`src/rtl/audio_pkg.sv`:
```
// Shared audio-path constants: sample width, record FIFO depth, PicoBlaze port IDs.
package audio_pkg;

    localparam int          SAMPLE_W       = 16;
    localparam int          AUD_FIFO_DEPTH = 16;
    localparam logic [7:0]  PORT_ID_LEVEL  = 8'h06;
    localparam logic [7:0]  PORT_ID_OVF    = 8'h07;

endpackage

```
`src/rtl/audio_sample_fifo_if.sv`:
```
// Show-ahead valid/ready stream from the record FIFO to the RAM write FSM.
interface audio_sample_fifo_if #(
    parameter int DATA_W = audio_pkg::SAMPLE_W
);

    logic              out_valid;
    logic [DATA_W-1:0] out_data;
    logic              out_ready;

    modport master (output out_valid, output out_data, input out_ready);
    modport slave  (input out_valid, input out_data, output out_ready);

endinterface

```
`src/rtl/audio_fifo_mem.sv`:
```
// FIFO storage: synchronous write, asynchronous read (distributed RAM).
module audio_fifo_mem #(
    parameter int DATA_W = 16,
    parameter int DEPTH  = 16,
    parameter int ADDR_W = $clog2(DEPTH)
) (
    input  logic              clk,
    input  logic              we,
    input  logic [ADDR_W-1:0] waddr,
    input  logic [DATA_W-1:0] wdata,
    input  logic [ADDR_W-1:0] raddr,
    output logic [DATA_W-1:0] rdata
);

    logic [DATA_W-1:0] mem [DEPTH];

    always_ff @(posedge clk) begin
        if (we) mem[waddr] <= wdata;
    end

    assign rdata = mem[raddr];

endmodule

```
`src/rtl/audio_sample_fifo.sv`:
```
// Record-path sample FIFO between codec and RAM writer, with sticky overflow.
// Optional saturating drop counter enabled by defining AUDIO_FIFO_DROP_CNT_EN.
module audio_sample_fifo
    import audio_pkg::*;
#(
    parameter  int DATA_W = SAMPLE_W,
    parameter  int DEPTH  = AUD_FIFO_DEPTH,
    localparam int ADDR_W = $clog2(DEPTH)
) (
    input  logic                 clk,
    input  logic                 reset,
    input  logic                 enable,
    input  logic                 sample_end,
    input  logic [DATA_W-1:0]    audio_input_sample,
    input  logic                 flush,
    audio_sample_fifo_if.master  rd_if,
    output logic [ADDR_W:0]      level,
    output logic                 full,
    output logic                 overflow,
    input  logic                 overflow_clr,
    output logic [7:0]           drop_count
);

    localparam logic [ADDR_W:0] PTR_ONE = {{ADDR_W{1'b0}}, 1'b1};

    logic [ADDR_W:0] wr_ptr, rd_ptr;
    logic            push_req, push, pop, drop;

    // Extra pointer MSB distinguishes full from empty; the difference is the occupancy.
    assign level           = wr_ptr - rd_ptr;
    assign full            = (wr_ptr[ADDR_W] != rd_ptr[ADDR_W]) &&
                             (wr_ptr[ADDR_W-1:0] == rd_ptr[ADDR_W-1:0]);
    assign rd_if.out_valid = (wr_ptr != rd_ptr);

    assign push_req = sample_end & enable;
    assign pop      = rd_if.out_valid & rd_if.out_ready;
    assign push     = push_req & (~full | pop);
    // A sample lost to a flush is not an overflow.
    assign drop     = push_req & full & ~pop & ~flush;

    always_ff @(posedge clk) begin
        if (reset || flush) begin
            wr_ptr <= '0;
            rd_ptr <= '0;
        end else begin
            if (push) wr_ptr <= wr_ptr + PTR_ONE;
            if (pop)  rd_ptr <= rd_ptr + PTR_ONE;
        end
    end

    always_ff @(posedge clk) begin
        if (reset)             overflow <= 1'b0;
        else if (drop)         overflow <= 1'b1;
        else if (overflow_clr) overflow <= 1'b0;
    end

`ifdef AUDIO_FIFO_DROP_CNT_EN
    logic [7:0] drop_cnt;

    always_ff @(posedge clk) begin
        if (reset)
            drop_cnt <= 8'h00;
        else if (overflow_clr)
            drop_cnt <= drop ? 8'h01 : 8'h00;
        else if (drop && drop_cnt != 8'hFF)
            drop_cnt <= drop_cnt + 8'h01;
    end

    assign drop_count = drop_cnt;
`else
    assign drop_count = 8'h00;
`endif

    audio_fifo_mem #(
        .DATA_W (DATA_W),
        .DEPTH  (DEPTH),
        .ADDR_W (ADDR_W)
    ) u_mem (
        .clk   (clk),
        .we    (push & ~flush & ~reset),
        .waddr (wr_ptr[ADDR_W-1:0]),
        .wdata (audio_input_sample),
        .raddr (rd_ptr[ADDR_W-1:0]),
        .rdata (rd_if.out_data)
    );

endmodule
```
`src/flat_wrapper.sv`:
```
// flat-port wrapper written by rule: the top's interface ports become plain ports
module audio_sample_fifo_flat import audio_pkg::*;
#(
    parameter  int DATA_W = SAMPLE_W,
    parameter  int DEPTH  = AUD_FIFO_DEPTH,
    localparam int ADDR_W = $clog2(DEPTH)
)
  (clk, reset, enable, sample_end, audio_input_sample, flush, level, full, overflow, overflow_clr, drop_count, rd_if_out_valid, rd_if_out_data, rd_if_out_ready);
  audio_sample_fifo_if #(.DATA_W(DATA_W)) rd_if_i ();
  input  logic clk;
  input  logic reset;
  input  logic enable;
  input  logic sample_end;
  input  logic [DATA_W-1:0] audio_input_sample;
  input  logic flush;
  output logic [ADDR_W:0] level;
  output logic full;
  output logic overflow;
  input  logic overflow_clr;
  output logic [7:0] drop_count;
  output wire logic [$bits(rd_if_i.out_valid)-1:0] rd_if_out_valid;
  output wire logic [$bits(rd_if_i.out_data)-1:0] rd_if_out_data;
  input wire logic [$bits(rd_if_i.out_ready)-1:0] rd_if_out_ready;
  assign rd_if_out_valid = rd_if_i.out_valid;
  assign rd_if_out_data = rd_if_i.out_data;
  assign rd_if_i.out_ready = rd_if_out_ready;
  audio_sample_fifo #(.DATA_W(DATA_W), .DEPTH(DEPTH)) u_core (.clk(clk), .reset(reset), .enable(enable), .sample_end(sample_end), .audio_input_sample(audio_input_sample), .flush(flush), .rd_if(rd_if_i), .level(level), .full(full), .overflow(overflow), .overflow_clr(overflow_clr), .drop_count(drop_count));
endmodule
```
`config.mk`:
```
export PLATFORM = sky130hd
export DESIGN_NAME = audio_sample_fifo_flat
export DESIGN_NICKNAME = d
export VERILOG_FILES = /design/src/rtl/audio_pkg.sv /design/src/rtl/audio_sample_fifo_if.sv /design/src/rtl/audio_fifo_mem.sv /design/src/rtl/audio_sample_fifo.sv /design/src/flat_wrapper.sv
export SDC_FILE = /design/constraint.sdc
export NUM_CORES = 1
export LEC_CHECK = 0
export CAP_MARGIN = 20
export CORE_MARGIN = 4
export CORE_UTILIZATION = 40
export DETAILED_ROUTE_END_ITERATION = 12
export PLACE_DENSITY_LB_ADDON = 0.12
export SLEW_MARGIN = 20
export SYNTH_ARGS = -nofsm -noshare
export SYNTH_HDL_FRONTEND = slang
export SYNTH_SLANG_ARGS = --single-unit
export TNS_END_PERCENT = 1
```
`constraint.sdc`:
```
create_clock -name clk -period 4 [get_ports clk]
set_input_delay 0.6 -clock clk [delete_from_list [all_inputs] [get_ports clk]]
set_output_delay 0.6 -clock clk [all_outputs]
set_load 0.005 [all_outputs]
```
==> flow_summary_export.csv <==
group,metric,value,unit
placement,post-dp-hpwl,13950,um
yosys,share_of_the_synthesized_netlist_area_taken_by_xor_and_xnor_gates,0.8164,%
clocking,cts.repair.resized,0,
yosys,postSynthCellCount,524,
yosys,seq_area_frac_synth,75.53,%
grt,first_pass_grt_wire_length,34790,um
sta,worst_slack,0.5091,ns
sta,timing.fmax,286.5,MHz
yosys,synth.ff_latch_count,271,
finish,area_growth_syn_to_layout,18.54,%
routing,drt_first_pass_iters,4,
yosys,synth_top_family_by_area,"multiplexers",
finish,final_net_count,637,
finish,final_layout_fill_cell_count,2158,
setup_path,critical_path_start_end_classification,"reg -> out",
power_and_ir_drop,power_frac_clock,44.2,%
setup_path,critPathLaunchType,"flip-flop",
finish,multi_input_comb_area,2451,sq um
yosys,synthesized_area_fraction_occupied_by_ao_oa_aoi_and_oai_cells,3.443,%
finish,drive_above_1_share,25.28,%
sta,final-setup-viol-count,0,
min_path,timing.hold.worst.class,"reg -> reg",
yosys,synthesis.area,10580,sq um
sta,report.final.hold_viol_count,0,
grt,initial_antenna_violation_count,0,
placement,place_worst_setup_slack,0.8520,ns
finish,diodes,0,
power_and_ir_drop,vdd_ir_drop_max,0.2625,mV
placement,count_of_placed_standard_cells_including_taps,908,
power_and_ir_drop,power_frac_comb,2.1,%
sta,post-route-period-util,87.27,%
floorplanning,floorplan.initialDensity,40.58,%
clocking,cts.htree.levels,1,
setup_path,timing.critical_path.fanout_max,22,
clocking,postCtsSetupRepairBufs,0,
floorplanning,core_area,26060,sq um
yosys,post_synth_and_or_nand_nor_area_fraction,3.041,%
routing,vias,5187,
floorplanning,rows,59,
setup_path,arrival_worst_endpoint,2.89,ns
setup_path,worstSetupEndpointType,"primary output",
floorplanning,die_y,170.6,um
yosys,postSynthAreaPerCell,20.18,sq um
status,status,"finished, final reports clean",
routing,dr_iter_0_viols,398,
placement,gp_congestion,0.8242,
finish,finish.cell_count_without_fillers,960,
clocking,cts_sinks,271,
sta,maxSlewHeadroom,28.65,%
sta,maxSlewViolCount,0,
sta,timing_worst_slew_pin_value,1.069,ns
clocking,cts-root-buf,"sky130_fd_sc_hd__clkbuf_16",
yosys,synth_flop_cell,"sky130_fd_sc_hd__edfxtp_1",
grt,grt_pass1_vias,5541,
sta,setup_repair_after_global_routing_missed_its_margin,"no",
run,timing.max_cap.violations,0,
yosys,synth.mux.area_fraction,13.72,%
sta,fin_skew,0.02237,ns
grt,grt_use_total,16.20,%
floorplanning,die_area,29100,sq um
yosys,ys.warnings.count,0,
power_and_ir_drop,internal_power,4.667,mW
power_and_ir_drop,power_frac_seq,53.7,%
setup_path,crit_required,3.40,ns
routing,route.detailed.vias_per_inst,5.403,
floorplanning,floorplan.io_pins,55,
clocking,clk_pin_slew_worst_paths,0.06,ns
grt,largest_net_degree_at_the_start_of_global_routing,23,
finish,layout.area.seq,7993,sq um
yosys,yosys.area_share.adder,1.254,%
floorplanning,fp.dieW,170.6,um
clocking,cts_tree,"yes",
power_and_ir_drop,swShare,19.35,%
clocking,cts_hold_buf,0,
yosys,synth_async_sr_flop_share,0,%
clocking,tritoncts_buffer_count,29,
routing,drt_drc_violations_left,0,
yosys,synth_cell_type_count,35,
power_and_ir_drop,power.net_switching,1.120,mW
power_and_ir_drop,p_leak,3.886,nW
routing,finalWirelength,23020,um
clocking,cts-root-to-sink-buffers,3,
sta,tns,0,ns
power_and_ir_drop,power_per_cell_area,461.6,nW/um^2
routing,avgRoutedWirePerCell,23.97,um
routing,detail-route-antenna-nets,0,
yosys,synth_enable_flop_cells,256,
clocking,clock_latency,0.54,ns
grt,overflow,0,
sta,min_period,3.491,ns
placement,numPortBuffers,46,
## worst max-delay path: stages, from the launching register on
cell                              delay [ns]
sky130_fd_sc_hd__dfxtp_4                0.65
sky130_fd_sc_hd__buf_12                 0.27
sky130_fd_sc_hd__mux4_2                 0.53
sky130_fd_sc_hd__a22oi_1                0.29
sky130_fd_sc_hd__nand2_1                0.13
sky130_fd_sc_hd__clkdlybuf4s50_1        0.47
## cell families (layout without fill, tap and decap cells)
family / count (synthesis) / after routing
adder cells (fa/ha/maj): 10 / 10
XOR/XNOR: 9 / 9
buffers and inverters: 48 / 142
flip-flops: 271 / 271
multiplexers: 65 / 65
AO/OA/AOI/OAI: 50 / 50
other: 1 / 8
AND/OR/NAND/NOR: 70 / 70
## power groups by stage
stage	registers [mW]	clock network (mW)	logic [mW]
6_report	3.11	2.56	0.120
3_3_place_gp	3.17	0	0.118
2_1_floorplan	3.17	0	0.0493
4_1_cts	3.11	2.62	0.122
3_5_place_dp	3.17	0	0.122
5_1_grt	3.11	2.75	0.133
## layout make-up
cell class,instances,area share [%]
Inverter,15,0.4491
Tap cell,335,3.344
Multi-Input combinational cell,212,19.55
Timing Repair Buffer,75,5.609
Clock buffer,32,5.879
Sequential cell,271,63.76
Clock inverter,20,1.407
## sequential cells by signal (all words and copies together) (netlist names), named ones only
register and count:
u_core.u_mem.mem 256, u_core.overflow 1, u_core.wr_ptr 5, u_core.rd_ptr 5
## synth_stat cells (2+ instances only)
master | instances | share of area (%)
sky130_fd_sc_hd__edfxtp_1 | 256 | 73
sky130_fd_sc_hd__mux4_2 | 64 | 14
sky130_fd_sc_hd__a22oi_1 | 32 | 2.3
sky130_fd_sc_hd__nand2_1 | 24 | 0.85
sky130_fd_sc_hd__nor2_1 | 23 | 0.82
sky130_fd_sc_hd__clkbuf_1 | 15 | 0.53
sky130_fd_sc_hd__dfxtp_1 | 15 | 2.8
sky130_fd_sc_hd__inv_1 | 15 | 0.53
sky130_fd_sc_hd__ha_1 | 9 | 1.1
sky130_fd_sc_hd__buf_2 | 8 | 0.38
sky130_fd_sc_hd__buf_4 | 8 | 0.57
sky130_fd_sc_hd__a21oi_1 | 7 | 0.33
sky130_fd_sc_hd__xnor2_1 | 6 | 0.50
sky130_fd_sc_hd__nand3_1 | 5 | 0.24
sky130_fd_sc_hd__o21ai_0 | 5 | 0.24
sky130_fd_sc_hd__or3_1 | 5 | 0.30
sky130_fd_sc_hd__nor4_1 | 4 | 0.24
sky130_fd_sc_hd__a21o_1 | 2 | 0.14
sky130_fd_sc_hd__nand4_1 | 2 | 0.12
sky130_fd_sc_hd__nor2b_1 | 2 | 0.12
sky130_fd_sc_hd__or2_2 | 2 | 0.12
sky130_fd_sc_hd__xor2_1 | 2 | 0.17
## cell usage in the layout, fill, tap and decap left out, drive strengths merged, types with 2 or more instances in the layout
cell           count
nand4              2
buf               29
inv               15
edfxtp           256
xnor2              7
clkbuf            32
a22oi             32
a21oi              7
clkdlybuf4s50     46
bufinv             3
nor4               4
clkinvlp           5
a21o               2
nor2              23
ha                 9
clkinv            12
conb               8
or3                5
xor2               2
nand3              5
mux4              64
or2                2
dfxtp             15
nor2b              2
nand2             24
o21ai              6
## layer usage
metal / global-route usage (%) / wire length, um
met5: 0 / 0
met4: 3.681 / 438
met3: 2.611 / 1001
met2: 26.94 / 11420
met1: 22.78 / 10150
## worst paths after layout
kind | cells past startpoint | start | slack (ns) | to
setup / recovery | 5 | flip-flop | 0.51 | rd_if_out_data[2]
hold / removal | 2 | u_core.rd_ptr[3] | 0.52 | flip-flop
hold reg to reg | 2 | u_core.rd_ptr[3] | 0.52 | flip-flop
setup reg to reg | 5 | u_core.wr_ptr[2] | 0.89 | u_core.u_mem.mem[12][11]
## stage by stage
stage	power (mW)	area (sq um)	hold WS (ns)	utilization [%]
after CTS	5.850	12530	0.5336	48.09
after global routing	5.988	12540	0.5719	48.11
after global placement	3.287	11620	0.5415	44.58
after detailed placement	3.291	11620	0.5436	44.58
after floorplan	3.216	10600	0.4859	-
final	5.787	12540	0.5199	48.11
No activity file was read; power rests on OpenSTA's default activity.
